### src/rtl/ioread_pkg.sv
// ioread_pkg: shared defaults and helpers for the switch-input capture slice.
//   DEF_DATA_W / DEF_NUM_CH / DEF_DEBOUNCE_CYC : default parameter values
//   ch_idx_w(n) : channel index width, max(1, $clog2(n))
package ioread_pkg;

  localparam int DEF_DATA_W       = 8;
  localparam int DEF_NUM_CH       = 2;
  localparam int DEF_DEBOUNCE_CYC = 16;

  function automatic int ch_idx_w(input int n);
    int w;
    w = $clog2(n);
    return (w < 1) ? 1 : w;
  endfunction

endpackage

### src/rtl/sw_debounce.sv
// sw_debounce: two-flop synchroniser followed by a whole-word debouncer.
//   clk, reset : clock, synchronous active-high reset
//   sw_in      : raw asynchronous switch bus
//   sw_stable  : debounced value, updated after DEBOUNCE_CYC stable cycles
module sw_debounce #(
  parameter int DATA_W       = 8,
  parameter int DEBOUNCE_CYC = 16
) (
  input  logic              clk,
  input  logic              reset,
  input  logic [DATA_W-1:0] sw_in,
  output logic [DATA_W-1:0] sw_stable
);

  localparam int CNT_W = $clog2(DEBOUNCE_CYC + 1);
  localparam logic [CNT_W-1:0] CNT_MAX = CNT_W'(DEBOUNCE_CYC - 1);

  logic [DATA_W-1:0] sync1;
  logic [DATA_W-1:0] sync2;
  logic [DATA_W-1:0] cand;
  logic [CNT_W-1:0]  cnt;

  // Any bit difference restarts the whole word; once the count reaches its
  // terminal value it saturates and keeps reloading sw_stable from cand.
  always_ff @(posedge clk) begin
    if (reset) begin
      sync1     <= '0;
      sync2     <= '0;
      cand      <= '0;
      cnt       <= '0;
      sw_stable <= '0;
    end else begin
      sync1 <= sw_in;
      sync2 <= sync1;
      if (sync2 != cand) begin
        cand <= sync2;
        cnt  <= '0;
      end else if (cnt == CNT_MAX) begin
        sw_stable <= cand;
      end else begin
        cnt <= cnt + 1'b1;
      end
    end
  end

endmodule

### src/rtl/ioread_capture.sv
// ioread_capture: debounced switch capture with per-channel registers,
// sticky new-data flags and a registered one-cycle read response.
//   clk, reset : clock, synchronous active-high reset
//   sw_in      : raw switch bus
//   ior/ior_ch : capture strobe and target channel
//   rd/rd_ch   : read request and source channel
//   rd_data    : registered read data (holds when no read)
//   rd_valid   : one-cycle pulse per read
//   new_flags  : per-channel "captured since last read"
//   sw_stable  : current debounced switch value
module ioread_capture
  import ioread_pkg::*;
#(
  parameter  int DATA_W       = DEF_DATA_W,
  parameter  int NUM_CH       = DEF_NUM_CH,
  parameter  int DEBOUNCE_CYC = DEF_DEBOUNCE_CYC,
  localparam int CH_W         = ch_idx_w(NUM_CH)
) (
  input  logic              clk,
  input  logic              reset,
  input  logic [DATA_W-1:0] sw_in,
  input  logic              ior,
  input  logic [CH_W-1:0]   ior_ch,
  input  logic              rd,
  input  logic [CH_W-1:0]   rd_ch,
  output logic [DATA_W-1:0] rd_data,
  output logic              rd_valid,
  output logic [NUM_CH-1:0] new_flags,
  output logic [DATA_W-1:0] sw_stable
);

  logic [DATA_W-1:0] cap [NUM_CH];
  logic [NUM_CH-1:0] cap_hit;
  logic [NUM_CH-1:0] rd_hit;
  logic [DATA_W-1:0] rd_mux;

  sw_debounce #(
    .DATA_W       (DATA_W),
    .DEBOUNCE_CYC (DEBOUNCE_CYC)
  ) u_debounce (
    .clk       (clk),
    .reset     (reset),
    .sw_in     (sw_in),
    .sw_stable (sw_stable)
  );

  // Per-channel decode replaces a range check: an out-of-range index simply
  // matches no channel, so it writes nothing, clears nothing and reads 0.
  always_comb begin
    cap_hit = '0;
    rd_hit  = '0;
    rd_mux  = '0;
    for (int unsigned i = 0; i < NUM_CH; i++) begin
      cap_hit[i] = ior && (ior_ch == CH_W'(i));
      rd_hit[i]  = rd && (rd_ch == CH_W'(i));
      if (rd_ch == CH_W'(i)) rd_mux = cap[i];
    end
  end

  always_ff @(posedge clk) begin
    if (reset) begin
      for (int unsigned i = 0; i < NUM_CH; i++) cap[i] <= '0;
      new_flags <= '0;
      rd_data   <= '0;
      rd_valid  <= 1'b0;
    end else begin
      rd_valid <= rd;
      if (rd) rd_data <= rd_mux;
      for (int unsigned i = 0; i < NUM_CH; i++) begin
        if (cap_hit[i]) begin
          cap[i]       <= sw_stable;
          new_flags[i] <= 1'b1;
        end else if (rd_hit[i]) begin
          new_flags[i] <= 1'b0;
        end
      end
    end
  end

endmodule

### config.mk
export PLATFORM = sky130hd
export DESIGN_NAME = ioread_capture
export DESIGN_NICKNAME = d
export VERILOG_FILES = /design/src/rtl/ioread_pkg.sv /design/src/rtl/sw_debounce.sv /design/src/rtl/ioread_capture.sv
export SDC_FILE = /design/constraint.sdc
export NUM_CORES = 1
export LEC_CHECK = 0
export CORE_ASPECT_RATIO = 0.9
export CORE_MARGIN = 2
export CORE_UTILIZATION = 43
export DETAILED_ROUTE_END_ITERATION = 8
export MAX_ROUTING_LAYER = met4
export PLACE_DENSITY = 0.7
export SLEW_MARGIN = 0
export SYNTH_ARGS = -nofsm -noshare
export SYNTH_HDL_FRONTEND = slang
export SYNTH_SLANG_ARGS = --single-unit
### constraint.sdc
create_clock -name clk -period 1.7 [get_ports clk]
set_clock_uncertainty 0.1 [all_clocks]
set_input_delay 0.425 -clock clk [delete_from_list [all_inputs] [get_ports clk]]
set_output_delay 0.425 -clock clk [all_outputs]
set_load 0.005 [all_outputs]
* Yosys cells after proc, flatten, opt, wreduce, memory -nomap -nowiden
Memory sizes are Yosys's and may differ from the RTL's.
Cells that the tools add are included.
** Operators by class
- Add/sub/neg operators :: 1
- Eq/ne operators :: 2
- Mux-type cells :: 15
- Bitwise logic cells :: 5
- Reductions and logical operators :: 8
** Operators by type and width (number)
- $mux 8 :: 3
- $mux 1 :: 12
- $ne 8x8->1 :: 1
- $add 5x1->5 const B :: 1
- $eq 5x4->1 const B :: 1
- $logic_and 1x1->1 :: 4
- $reduce_bool 2->1 :: 2
- $not 1->1 :: 3
- $or 1x1->1 :: 2
- $reduce_and 2->1 :: 1
- $reduce_or 2->1 :: 1
** Storage, ports and cells
- Register bits after elaboration :: 48
- RAM bits :: 16
- Word-level logic and storage cells :: 41
- Memories kept :: 1
** Memory list
- cap :: depth 2, bits a word 8, read ports 2, clocked after Yosys merged registers in 0, write ports 2, RTL line ioread_capture.sv:32 : logic [DATA_W-1:0] cap [NUM_CH];

* Depth between registers and ports, before layout
Gate-level depths: netlist of run 1.
- Word-level depth :: 6
- Mapped depth :: 7

* Hierarchy
Synthesis of run 1 repeated with hierarchy kept, for this count alone.
** Unflattened totals
- Cell total of the unflattened synthesis :: 196
- Area, all modules :: 2327.2 um^2
** By module, submodules not included
- sw_debounce :: instances 1, cells each 122, area each 1312.5 um^2
- ioread_capture :: instances 1, cells each 74, area each 1014.7 um^2

* Worst setup path before layout of run 1
No wires, ideal clock.
- Path kind :: in2reg
- Start point :: input port reset
- End point :: memory cap[0][0], enable pin
- Library setup time :: 0.334 ns
- Data arrival time :: 1.264 ns
- Data required time :: 1.266 ns
- Path slack :: 0.002 ns
- Stages on the path :: 3
- Cell sequence :: clkbuf_1 clkbuf_1 nand2b_1
** RTL lines
- start: declaration :: RTL line ioread_capture.sv:20 : input logic reset,
- end: declaration :: RTL line ioread_capture.sv:32

* Worst setup path in the final report of run 1
- Start point :: register u_debounce.cnt[1]
- End point :: register u_debounce.cnt[2]
** On the way
- Cells in the longest elaborated chain, start to end :: 1
** RTL lines
- start: declaration :: RTL line sw_debounce.sv:21 : logic [CNT_W-1:0] cnt;
- start signal: assignment :: RTL line sw_debounce.sv:41 : cnt <= cnt + 1'b1;
- $add 5x1->5 / $eq 5x4->1 (equally long branches) :: RTL line sw_debounce.sv:41, sw_debounce.sv:38
Several ways; a longest one is shown, not always the timed one.
A chain may end at the register's enable or synchronous reset.

==> flow_summary.json, run 1 <==
{
  "cts-root-buf": "clkbuf_8",
  "multi_input_area_um2": 825.8,
  "grt_usage_pct": 13.82,
  "endpoint_kind": "flip-flop",
  "drive_gt1_share_pct": 18.62,
  "outcome": "finished clean",
  "power_frac_seq_pct": 47.7,
  "critPathRequiredTime_ns": 1.83,
  "p_leak_uw": 0.001276,
  "overflow": 0,
  "die_x_um": 81.15,
  "synthTopCellsByCount": "dfxtp_1 (48), nor2b_1 (26), edfxtp_1 (16), nor2_1 (16), a21oi_1 (10)",
  "layout.cells.non_filler": 314,
  "rsz0062_at_grt": "true",
  "htreeDepth": 3,
  "mappedNetlistNets": 213,
  "ys_ff_latch": 64,
  "ys_warn_count": 0,
  "postSynth.asyncResetShare_pct": 0,
  "startpoint_type": "flip-flop",
  "min_path_type": "reg2reg",
  "cp_num_buf_inv": 1,
  "cpPeakStageDelay_ns": 0.33,
  "max_freq_mhz": 614.1,
  "r2r_cells": 7,
  "finalMaxSlewViolations": 0,
  "grt_max_degree": 23,
  "yosysTopAreaCellShare_pct": 41.72,
  "dp_cells": 295,
  "gp_congestion": 0.7837,
  "cts-buffers-inserted": 9,
  "fill_cells": 453,
  "die-height_um": 73.44,
  "grt_pass1_vias": 1312,
  "fin_nets": 258,
  "cts_hold_repair.buffers": 0,
  "routed-via-count": 1495,
  "finalPower_uw": 3444,
  "avgRoutedWirePerCell_um": 11.42,
  "hpwl_mm": 2.465,
  "grt_pass1_wl_mm": 5.789,
  "worstSetupPathType": "reg2reg",
  "synth_top_area_cell": "dfxtp_1",
  "fp-row-count": 25,
  "netlist_instances": 197,
  "crit_end": "u_debounce.cnt[2]$_SDFFE_PP0P_",
  "cts.clk_slew.worst_paths_ns": 0.06,
  "crit_fanout": 13,
  "coreArea_um2": 5224,
  "period_minus_slack_ns": 1.629,
  "drv_cap": 0,
  "synth_cell_types": 28,
  "switchingPower_uw": 695.2,
  "p_sw_share_pct": 20.19,
  "crit_family": "simple AND/OR/NAND/NOR gates",
  "relSlewSlack_pct": 75.61,
  "ios": 33,
  "combPwrFrac_pct": 7.0,
  "ff_latch_area_um2": 1455,
  "drt.antenna.violating_nets": 0,
  "ys_seq_area_share_pct": 62.57,
  "slowest_stage": "dfxtp_1",
  "startpoint": "u_debounce.cnt[1]$_SDFFE_PP0P_",
  "ir_drop_mv": 0.9464,
  "cp_cell_sequence": "ha_1, and3_1, ha_4, buf_4, nor2b_1, xnor2_1, nor2_1",
  "synthTopCellsByArea": "dfxtp_1 (42%), edfxtp_1 (21%), nor2b_1 (7.1%)",
  "synth_edf_count": 16,
  "yosysMostFrequentCell": "dfxtp_1",
  "finalSetupViolations": 0,
  "r2r_start": "u_debounce.cnt[1]$_SDFFE_PP0P_",
  "reg2reg_slack_ns": 0.07,
  "timing.hold.ws_ns": 0.3382,
  "antenna_found_initial": 0,
  "syn2layout_area_growth_pct": 33.51,
  "tightest_slew_ns": 0.3652,
  "drt_pass1_iterations": 4,
  "path_depth": 7,
  "insertion_delay_ns": 0.34,
  "finalCritPeriodShare_pct": 95.80,
  "num_antenna_cells": 0,
  "routed_wl_mm": 3.587,
  "postSynthAreaPerCell_um2": 11.69,
  "drtIter0Drc": 45,
  "route.detailed.drc": 0,
  "ys.flop_type": "dfxtp_1",
  "critPathArrivalTime_ns": 1.76,
  "r2r_end": "u_debounce.cnt[2]$_SDFFE_PP0P_",
  "power.density_nw_per_um2": 1120,
  "final_hold_viol_count": 0,
  "p_int_uw": 2749,
  "cts_tree": "yes",
  "io_buffers": 32,
  "start_util_pct": 44.10,
  "p_clk_share_pct": 45.3,
  "netlist_area_um2": 2303,
  "fp.dieArea_um2": 5959,
  "clock_path_buffers": 2,
  "cts.sinks": 64,
  "vias_per_cell": 4.761
}
registers in the layout, summed over array words and instances, names as in the netlist:
signal                flops
cap                      16
u_debounce.sync1          8
u_debounce.sync2          8
rd_data                   8
u_debounce.sw_stable      8
new_flags                 2
rd_valid                  1
u_debounce.cand           8
u_debounce.cnt            5
worst min path at each step:
| stage | start | end | slack, ns | cells past startpoint |
|---|---|---|---|---|
| after floorplan | u_debounce.sync1[0]$_SDFF_PP0_ | u_debounce.sync2[0]$_SDFF_PP0_ | 0.31 | 1 |
| after global placement | u_debounce.sync1[3]$_SDFF_PP0_ | u_debounce.sync2[3]$_SDFF_PP0_ | 0.32 | 1 |
| after detailed placement | u_debounce.sync1[5]$_SDFF_PP0_ | u_debounce.sync2[5]$_SDFF_PP0_ | 0.32 | 1 |
| after CTS | u_debounce.sync1[5]$_SDFF_PP0_ | u_debounce.sync2[5]$_SDFF_PP0_ | 0.34 | 1 |
| after global routing | u_debounce.sync1[2]$_SDFF_PP0_ | u_debounce.sync2[2]$_SDFF_PP0_ | 0.35 | 1 |
| final | u_debounce.sync1[5]$_SDFF_PP0_ | u_debounce.sync2[5]$_SDFF_PP0_ | 0.34 | 1 |
layer usage:
metal	routed length (µm)	vias to the layer above	GRT usage, %	share of wire, %
met5	0	-	-	0
li1	-	779	-	-
met4	85	0	7.345	2.4
met3	219	9	6.265	6.1
met2	1789	35	22.31	50
met1	1492	672	14.09	42
cell type report:
class | instances | share of cell area, %
clock buffers | 12 | 5.777
clock inverters | 4 | 2.319
inverters | 3 | 0.4882
multi-input cells | 119 | 26.85
flip-flops and latches | 64 | 47.32
well taps | 67 | 2.726
repair buffers | 44 | 14.28
repair inverters | 1 | 0.2441
cell usage in the layout (no fill, tap or decap), types with 3 or more instances in the layout:
| cell | n |
|---|---|
| buf_12 | 3 |
| and2_1 | 8 |
| clkdlybuf4s50_1 | 13 |
| dfxtp_2 | 11 |
| edfxtp_1 | 16 |
| dfxtp_1 | 37 |
| mux2i_1 | 9 |
| nor2b_1 | 26 |
| clkbuf_8 | 9 |
| nand4_1 | 9 |
| a21oi_1 | 10 |
| a211oi_1 | 8 |
| xnor2_1 | 9 |
| dlygate4sd2_1 | 15 |
| nor2_1 | 16 |
| o31ai_1 | 7 |
| buf_4 | 9 |
| dlymetal6s2s_1 | 4 |
cell families after synthesis:
logic type               synth area share, %
AND/OR/NAND/NOR                        17.65
XOR/XNOR                               4.183
flip-flops                             62.57
buffers and inverters                  2.336
adder cells (fa/ha/maj)                1.086
AO/OA/AOI/OAI                          8.257
multiplexers                           3.911
power by group through the flow:
stage	Combinational, µW	Sequential, µW	Clock, µW
finish	243	1640	1560
global route	267	1650	1660
CTS	246	1640	1600
detailed placement	252	1680	0
global placement	251	1670	0
floorplan	136	1670	0
per-stage QoR:
| stage | TNS (ns) | utilization (%) | area [µm²] | setup slack [ns] |
|---|---|---|---|---|
| 2_1_floorplan | 0 | - | 2303 | 0.001590 |
| 3_3_place_gp | -3.412 | 53.17 | 2778 | -0.1216 |
| 3_5_place_dp | -4.332 | 53.17 | 2778 | -0.1396 |
| 4_1_cts | 0 | 58.13 | 3037 | 0.004067 |
| 5_1_grt | -0.02625 | 58.87 | 3075 | -0.01469 |
| 6_report | 0 | 58.87 | 3075 | 0.07147 |
repair_timing:
action                                  in CTS  in global routing
resized for setup                           26                  9
buffers inserted                             2                  0
pin swaps                                    0                  0
cloned                                       0                  1
endpoints found under the setup margin      18                 13
Power figures use the tool's default switching activity.
==> inputs of run 2 (changes only) <==
--- a/config.mk
+++ b/config.mk
@@ -11,6 +11,7 @@
 export DETAILED_ROUTE_END_ITERATION = 8
 export MAX_ROUTING_LAYER = met4
 export PLACE_DENSITY = 0.7
+export SETUP_SLACK_MARGIN = 0.05
 export SLEW_MARGIN = 0
 export SYNTH_ARGS = -nofsm -noshare
 export SYNTH_HDL_FRONTEND = slang
==> run 2 against run 1 <==
Critical path depth fell by 3. Core utilization fell by 0.96 points. Combinational power rose by 8.6%. Die area did not move. Clock power fell by 24%. Sequential power barely moved. Power fell by 10%. Critical endpoint is now u_debounce.cnt[3]$_SDFFE_PP0P_. Largest cell class unchanged. Highest routed layer unchanged.
==> flow_summary.json, run 2 (same netlist as run 1, synthesis figures left out) <==
{
  "hpwl_mm": 2.537,
  "routed_wl_mm": 3.601,
  "critPathRequiredTime_ns": 1.87,
  "rsz0062_at_grt": "true",
  "io_buffers": 32,
  "cts-root-buf": "clkbuf_8",
  "cpPeakStageDelay_ns": 0.42,
  "fp.dieArea_um2": 5959,
  "drtIter0Drc": 60,
  "tightest_slew_ns": 0.3594,
  "antenna_found_initial": 0,
  "cts_hold_repair.buffers": 0,
  "crit_fanout": 9,
  "min_path_type": "reg2reg",
  "final_common_cell": "dfxtp_1",
  "ios": 33,
  "die_x_um": 81.15,
  "multi_input_area_um2": 852.1,
  "fin_nets": 259,
  "num_antenna_cells": 0,
  "power.density_nw_per_um2": 1024,
  "drive_gt1_share_pct": 19.76,
  "drt_pass1_iterations": 4,
  "startpoint_type": "flip-flop",
  "grt_pass1_wl_mm": 5.913,
  "drv_cap": 0,
  "vias_per_cell": 4.702,
  "start_util_pct": 44.10,
  "routed-via-count": 1481,
  "largest_register_ffs": 16,
  "max_freq_mhz": 636.9,
  "htreeDepth": 3,
  "grt_usage_pct": 14.10,
  "cp_cell_sequence": "xnor2_1, nand4_4, or3_4, nor2_1",
  "grt_max_degree": 32,
  "r2r_start": "u_debounce.cand[0]$_SDFFE_PP0P_",
  "finalPower_uw": 3099,
  "syn2layout_area_growth_pct": 31.34,
  "critPathArrivalTime_ns": 1.74,
  "gp_congestion": 0.8262,
  "ff_latch_area_um2": 1453,
  "endpoint_kind": "flip-flop",
  "p_leak_uw": 0.001210,
  "route.detailed.drc": 0,
  "fill_cells": 456,
  "holdCritStartpoint": "u_debounce.sync1[4]$_SDFF_PP0_",
  "coreArea_um2": 5224,
  "startpoint": "u_debounce.cand[0]$_SDFFE_PP0P_",
  "outcome": "finished clean",
  "clock_path_buffers": 2,
  "cts_tree": "yes",
  "overflow": 0,
  "tns_ns": 0,
  "cts-buffers-inserted": 9,
  "insertion_delay_ns": 0.33,
  "ir_drop_mv": 1.135,
  "fp-row-count": 25,
  "cts.sinks": 64,
  "die-height_um": 73.44,
  "finish.utilization_pct": 57.92,
  "drt.antenna.violating_nets": 0,
  "finalSetupViolations": 0,
  "period_minus_slack_ns": 1.570,
  "final_hold_viol_count": 0,
  "final_cell_mix": "dfxtp_1 (39), nor2b_1 (25), dlygate4sd2_1 (19)",
  "worstSetupPathType": "reg2reg",
  "relSlewSlack_pct": 75.99,
  "cts.clk_slew.worst_paths_ns": 0.06,
  "avgRoutedWirePerCell_um": 11.43,
  "slowest_stage": "or3_4",
  "finalCritPeriodShare_pct": 92.36,
  "finalMaxSlewViolations": 0,
  "top_register": "cap",
  "grt_pass1_vias": 1379,
  "timing.hold.ws_ns": 0.3353
}
==> run 2: cell types whose count changed in the layout (fill, tap and decap cells not counted), moves of 2 or more <==
cell,previous run,this run
clkbuf_1,1,3
clkbuf_16,2,0
clkinv_2,1,3
clkinvlp_4,2,0
dfxtp_1,37,39
dfxtp_2,11,9
dlygate4sd2_1,15,19
dlymetal6s2s_1,4,0
o31ai_1,7,4
o31ai_2,1,4
==> run 2: worst max-delay path: cells and delay by family (launching register included) <==
kind             cells  cell delay [ns]
flip-flops           1             0.32
AND/OR/NAND/NOR      3             0.77
XOR/XNOR             1             0.32
==> run 2: through the flow <==
step | area [µm²] | instances | worst slack [ns]
floorplan | 2307 | 197 | 0.07393
global placement | 2780 | 295 | -0.06062
detailed placement | 2780 | 295 | -0.1088
CTS | 2955 | 312 | 0.06073
global route | 3025 | 315 | 0.03424
finish | 3025 | 315 | 0.1298
==> run 2: layout make-up <==
class	count	share of cell area, %
timing repair buffer	46	14.64
tap	67	2.771
clock inverter	4	1.489
clock buffer	12	4.467
sequential	64	48.01
inverter	3	0.4549
multi-input combinational	119	28.16
==> run 2: power breakdown <==
| group | switching [µW] | internal, µW |
|---|---|---|
| Sequential | 23.0 | 1620 |
| Combinational | 125 | 139 |
| Clock | 522 | 671 |
| Total | 670 | 2430 |
==> run 2: routing by layer <==
layer / track usage (%) / wire, µm / vias up
met1: 13.00 / 1485 / 660
met4: 8.475 / 83 / 0
met5: - / 0 / -
li1: - / - / 784
met3: 5.897 / 191 / 7
met2: 24.24 / 1841 / 30
==> run 2: path summary, 6_finish.rpt <==
path	end	slack [ns]	cells after the start
worst max register to register	u_debounce.cnt[3]$_SDFFE_PP0P_	0.13	4
worst max-delay path	u_debounce.cnt[3]$_SDFFE_PP0P_	0.13	4
worst min register to register	u_debounce.sync2[4]$_SDFF_PP0_	0.34	1
worst min-delay path	u_debounce.sync2[4]$_SDFF_PP0_	0.34	1
==> run 2: timing repair <==
item | in CTS | in global routing
setup buffers | 1 | 3
resized for setup | 28 | 11
endpoints found under the setup margin | 28 | 13
cloned | 0 | 0
pin swaps | 0 | 1
==> inputs of run 3 (changes only) <==
--- a/config.mk
+++ b/config.mk
@@ -5,12 +5,13 @@
 export SDC_FILE = /design/constraint.sdc
 export NUM_CORES = 1
 export LEC_CHECK = 0
+export ABC_AREA = 1
 export CORE_ASPECT_RATIO = 0.9
 export CORE_MARGIN = 2
 export CORE_UTILIZATION = 43
 export DETAILED_ROUTE_END_ITERATION = 8
 export MAX_ROUTING_LAYER = met4
-export PLACE_DENSITY = 0.7
+export PLACE_DENSITY = 0.69
 export SETUP_SLACK_MARGIN = 0.05
 export SLEW_MARGIN = 0
 export SYNTH_ARGS = -nofsm -noshare
==> run 3 against run 2 <==
Clock power increased by 19%. Combinational power rose by 2%. Core utilization fell by 0.66 points. Register-to-register slack improved by 0.03 ns. Largest cell class unchanged. Wire length is 31% higher. Flip-flop and latch count unchanged. First-iteration DRC count up 25%. Synthesized area rose by 14%.
==> flow_summary.json, run 3 <==
{
  "ys_warn_count": 0,
  "critPathRequiredTime_ns": 1.83,
  "finalCritPeriodShare_pct": 90.89,
  "finalSetupViolations": 0,
  "yosysTopAreaCellShare_pct": 36.75,
  "fin_area_um2": 3316,
  "timing.hold.ws_ns": 0.2961,
  "grt_max_degree": 28,
  "outcome": "finished clean",
  "netlist_area_um2": 2615,
  "rsz0062_at_grt": "false",
  "r2r_cells": 7,
  "fp.dieArea_um2": 6722,
  "hpwl_mm": 3.281,
  "postSynthAreaPerCell_um2": 8.071,
  "start_util_pct": 45.16,
  "crit_fanout": 6,
  "ios": 33,
  "netlist_instances": 324,
  "syn2layout_area_growth_pct": 26.79,
  "ys_ff_latch": 64,
  "synth_cell_types": 26,
  "power.density_nw_per_um2": 1003,
  "cts_tree": "yes",
  "relSlewSlack_pct": 70.96,
  "finalMaxSlewViolations": 0,
  "synth-compound-area-share_pct": 4.545,
  "fin_nets": 385,
  "whs_path_depth": 2,
  "routed_wl_mm": 4.712,
  "insertion_delay_ns": 0.33,
  "period_minus_slack_ns": 1.545,
  "clock_path_buffers": 2,
  "drt_pass1_iterations": 4,
  "critPathArrivalTime_ns": 1.68,
  "max_freq_mhz": 647.2,
  "die_x_um": 86.20,
  "synth_top_area_cell": "dfxtp_1",
  "die-height_um": 77.98,
  "final_common_cell": "nand2_1",
  "grt_usage_pct": 15.97,
  "synthMuxAreaShare_pct": 0,
  "drive_gt1_share_pct": 14.71,
  "coreArea_um2": 5791,
  "synth_edf_count": 16,
  "gp_congestion": 0.7938,
  "overflow": 0,
  "ir_drop_mv": 0.5801,
  "synth_xor_area_share_pct": 0.6699,
  "htreeDepth": 3,
  "synthSimpleGateAreaFrac_pct": 25.55,
  "drt.antenna.violating_nets": 0,
  "synthTopCellsByCount": "nand2_1 (77), inv_1 (76), nor2_1 (51)",
  "endpoint_kind": "flip-flop",
  "postSynth.asyncResetShare_pct": 0,
  "worstSetupPathType": "reg2reg",
  "final_cell_mix": "nand2_1 (77), inv_1 (76), nor2_1 (50)",
  "drtIter0Drc": 75,
  "largest_register_ffs": 16,
  "top_register": "cap",
  "min_path_type": "reg2reg",
  "fp-row-count": 26,
  "vias_per_cell": 4.410,
  "place_area_um2": 3070,
  "synthAdderAreaFrac_pct": 0.9569,
  "tightest_slew_ns": 0.4356,
  "routed-via-count": 1958,
  "cts.clk_slew.worst_paths_ns": 0.07,
  "startpoint_type": "flip-flop",
  "p_leak_uw": 0.001624,
  "grt_pass1_vias": 1905,
  "mappedNetlistNets": 340,
  "ys_seq_area_share_pct": 55.12,
  "ys.flop_type": "dfxtp_1",
  "num_antenna_cells": 0,
  "io_buffers": 32,
  "route.detailed.drc": 0,
  "yosysMostFrequentCell": "nand2_1",
  "antenna_found_initial": 0,
  "drv_cap": 0,
  "synth_top_family_by_area": "simple AND/OR/NAND/NOR gates",
  "avgRoutedWirePerCell_um": 10.61,
  "cts.sinks": 64,
  "cts-buffers-inserted": 9,
  "final_hold_viol_count": 0,
  "cts-root-buf": "clkbuf_8",
  "synthTopCellsByArea": "dfxtp_1 (37%), edfxtp_1 (18%), nand2_1 (11%)",
  "grt_pass1_wl_mm": 8.190
}
[run 3: worst max-delay path, cell delays in order, from the launching register on]
cell	delay, ns
dfxtp_1	0.33
ha_1	0.21
and3_4	0.19
ha_4	0.19
nor2_4	0.12
nand3_1	0.09
xor2_1	0.16
nor2_1	0.06
[run 3: final timing paths]
kind	from	to	slack, ns
worst max register to register	u_debounce.cnt[0]$_SDFFE_PP0P_	u_debounce.cnt[3]$_SDFFE_PP0P_	0.15
worst min-delay path	u_debounce.sync1[7]$_SDFF_PP0_	u_debounce.sync2[7]$_SDFF_PP0_	0.30
worst min register to register	u_debounce.sync1[7]$_SDFF_PP0_	u_debounce.sync2[7]$_SDFF_PP0_	0.30
worst max-delay path	u_debounce.cnt[0]$_SDFFE_PP0P_	u_debounce.cnt[3]$_SDFFE_PP0P_	0.15
[run 3: cell type report]
cell class	instances	area, µm²
Tap cell	70	87.58
Timing Repair Buffer	43	404.1
Inverter	77	291.5
Clock inverter	6	82.58
Clock buffer	10	137.6
Sequential cell	64	1450
Fill cell	532	2475
Multi-Input combinational cell	174	862.1
[run 3: logic make-up (layout without fill, tap and decap cells)]
| logic type | count (synthesis) | in the layout |
|---|---|---|
| buffers and inverters | 86 | 136 |
| XOR/XNOR | 2 | 2 |
| flip-flops | 64 | 64 |
| AND/OR/NAND/NOR | 156 | 156 |
| adder cells (fa/ha/maj) | 2 | 2 |
| AO/OA/AOI/OAI | 14 | 14 |
[run 3: what timing repair did]
action / in CTS / in global routing
buffers inserted: 0 / 1
gates resized for setup: 27 / 5
pin swaps: 0 / 2
endpoints found under the setup margin: 21 / 9
hold buffers: 0 / 0
[run 3: per-stage QoR]
| step | power (µW) | TNS (ns) | std cells | utilization, % | setup slack [ns] |
|---|---|---|---|---|---|
| global placement | 1934 | -0.7891 | 427 | 53.03 | -0.09744 |
| finish | 3325 | 0 | 444 | 57.26 | 0.1549 |
| CTS | 3352 | 0 | 443 | 56.61 | 0.09260 |
| global route | 3468 | 0 | 444 | 57.26 | 0.04928 |
| detailed placement | 1942 | -1.351 | 427 | 53.03 | -0.1464 |
| floorplan | 1833 | 0 | 324 | - | 0.1548 |
[run 3: routing by layer]
layer	GRT usage, %	routed length [µm]
met1	17.19	2097
met5	-	0
met3	6.064	239
met2	26.82	2287
met4	5.781	88
[run 3: report_power, final]
part / total (µW) / leakage (µW) / switching (µW) / internal [µW]
Combinational: 269 / 0.000943 / 150 / 119
Clock: 1420 / 0.000114 / 563 / 857
Sequential: 1640 / 0.000567 / 21.9 / 1610
Total: 3330 / 0.00162 / 735 / 2590
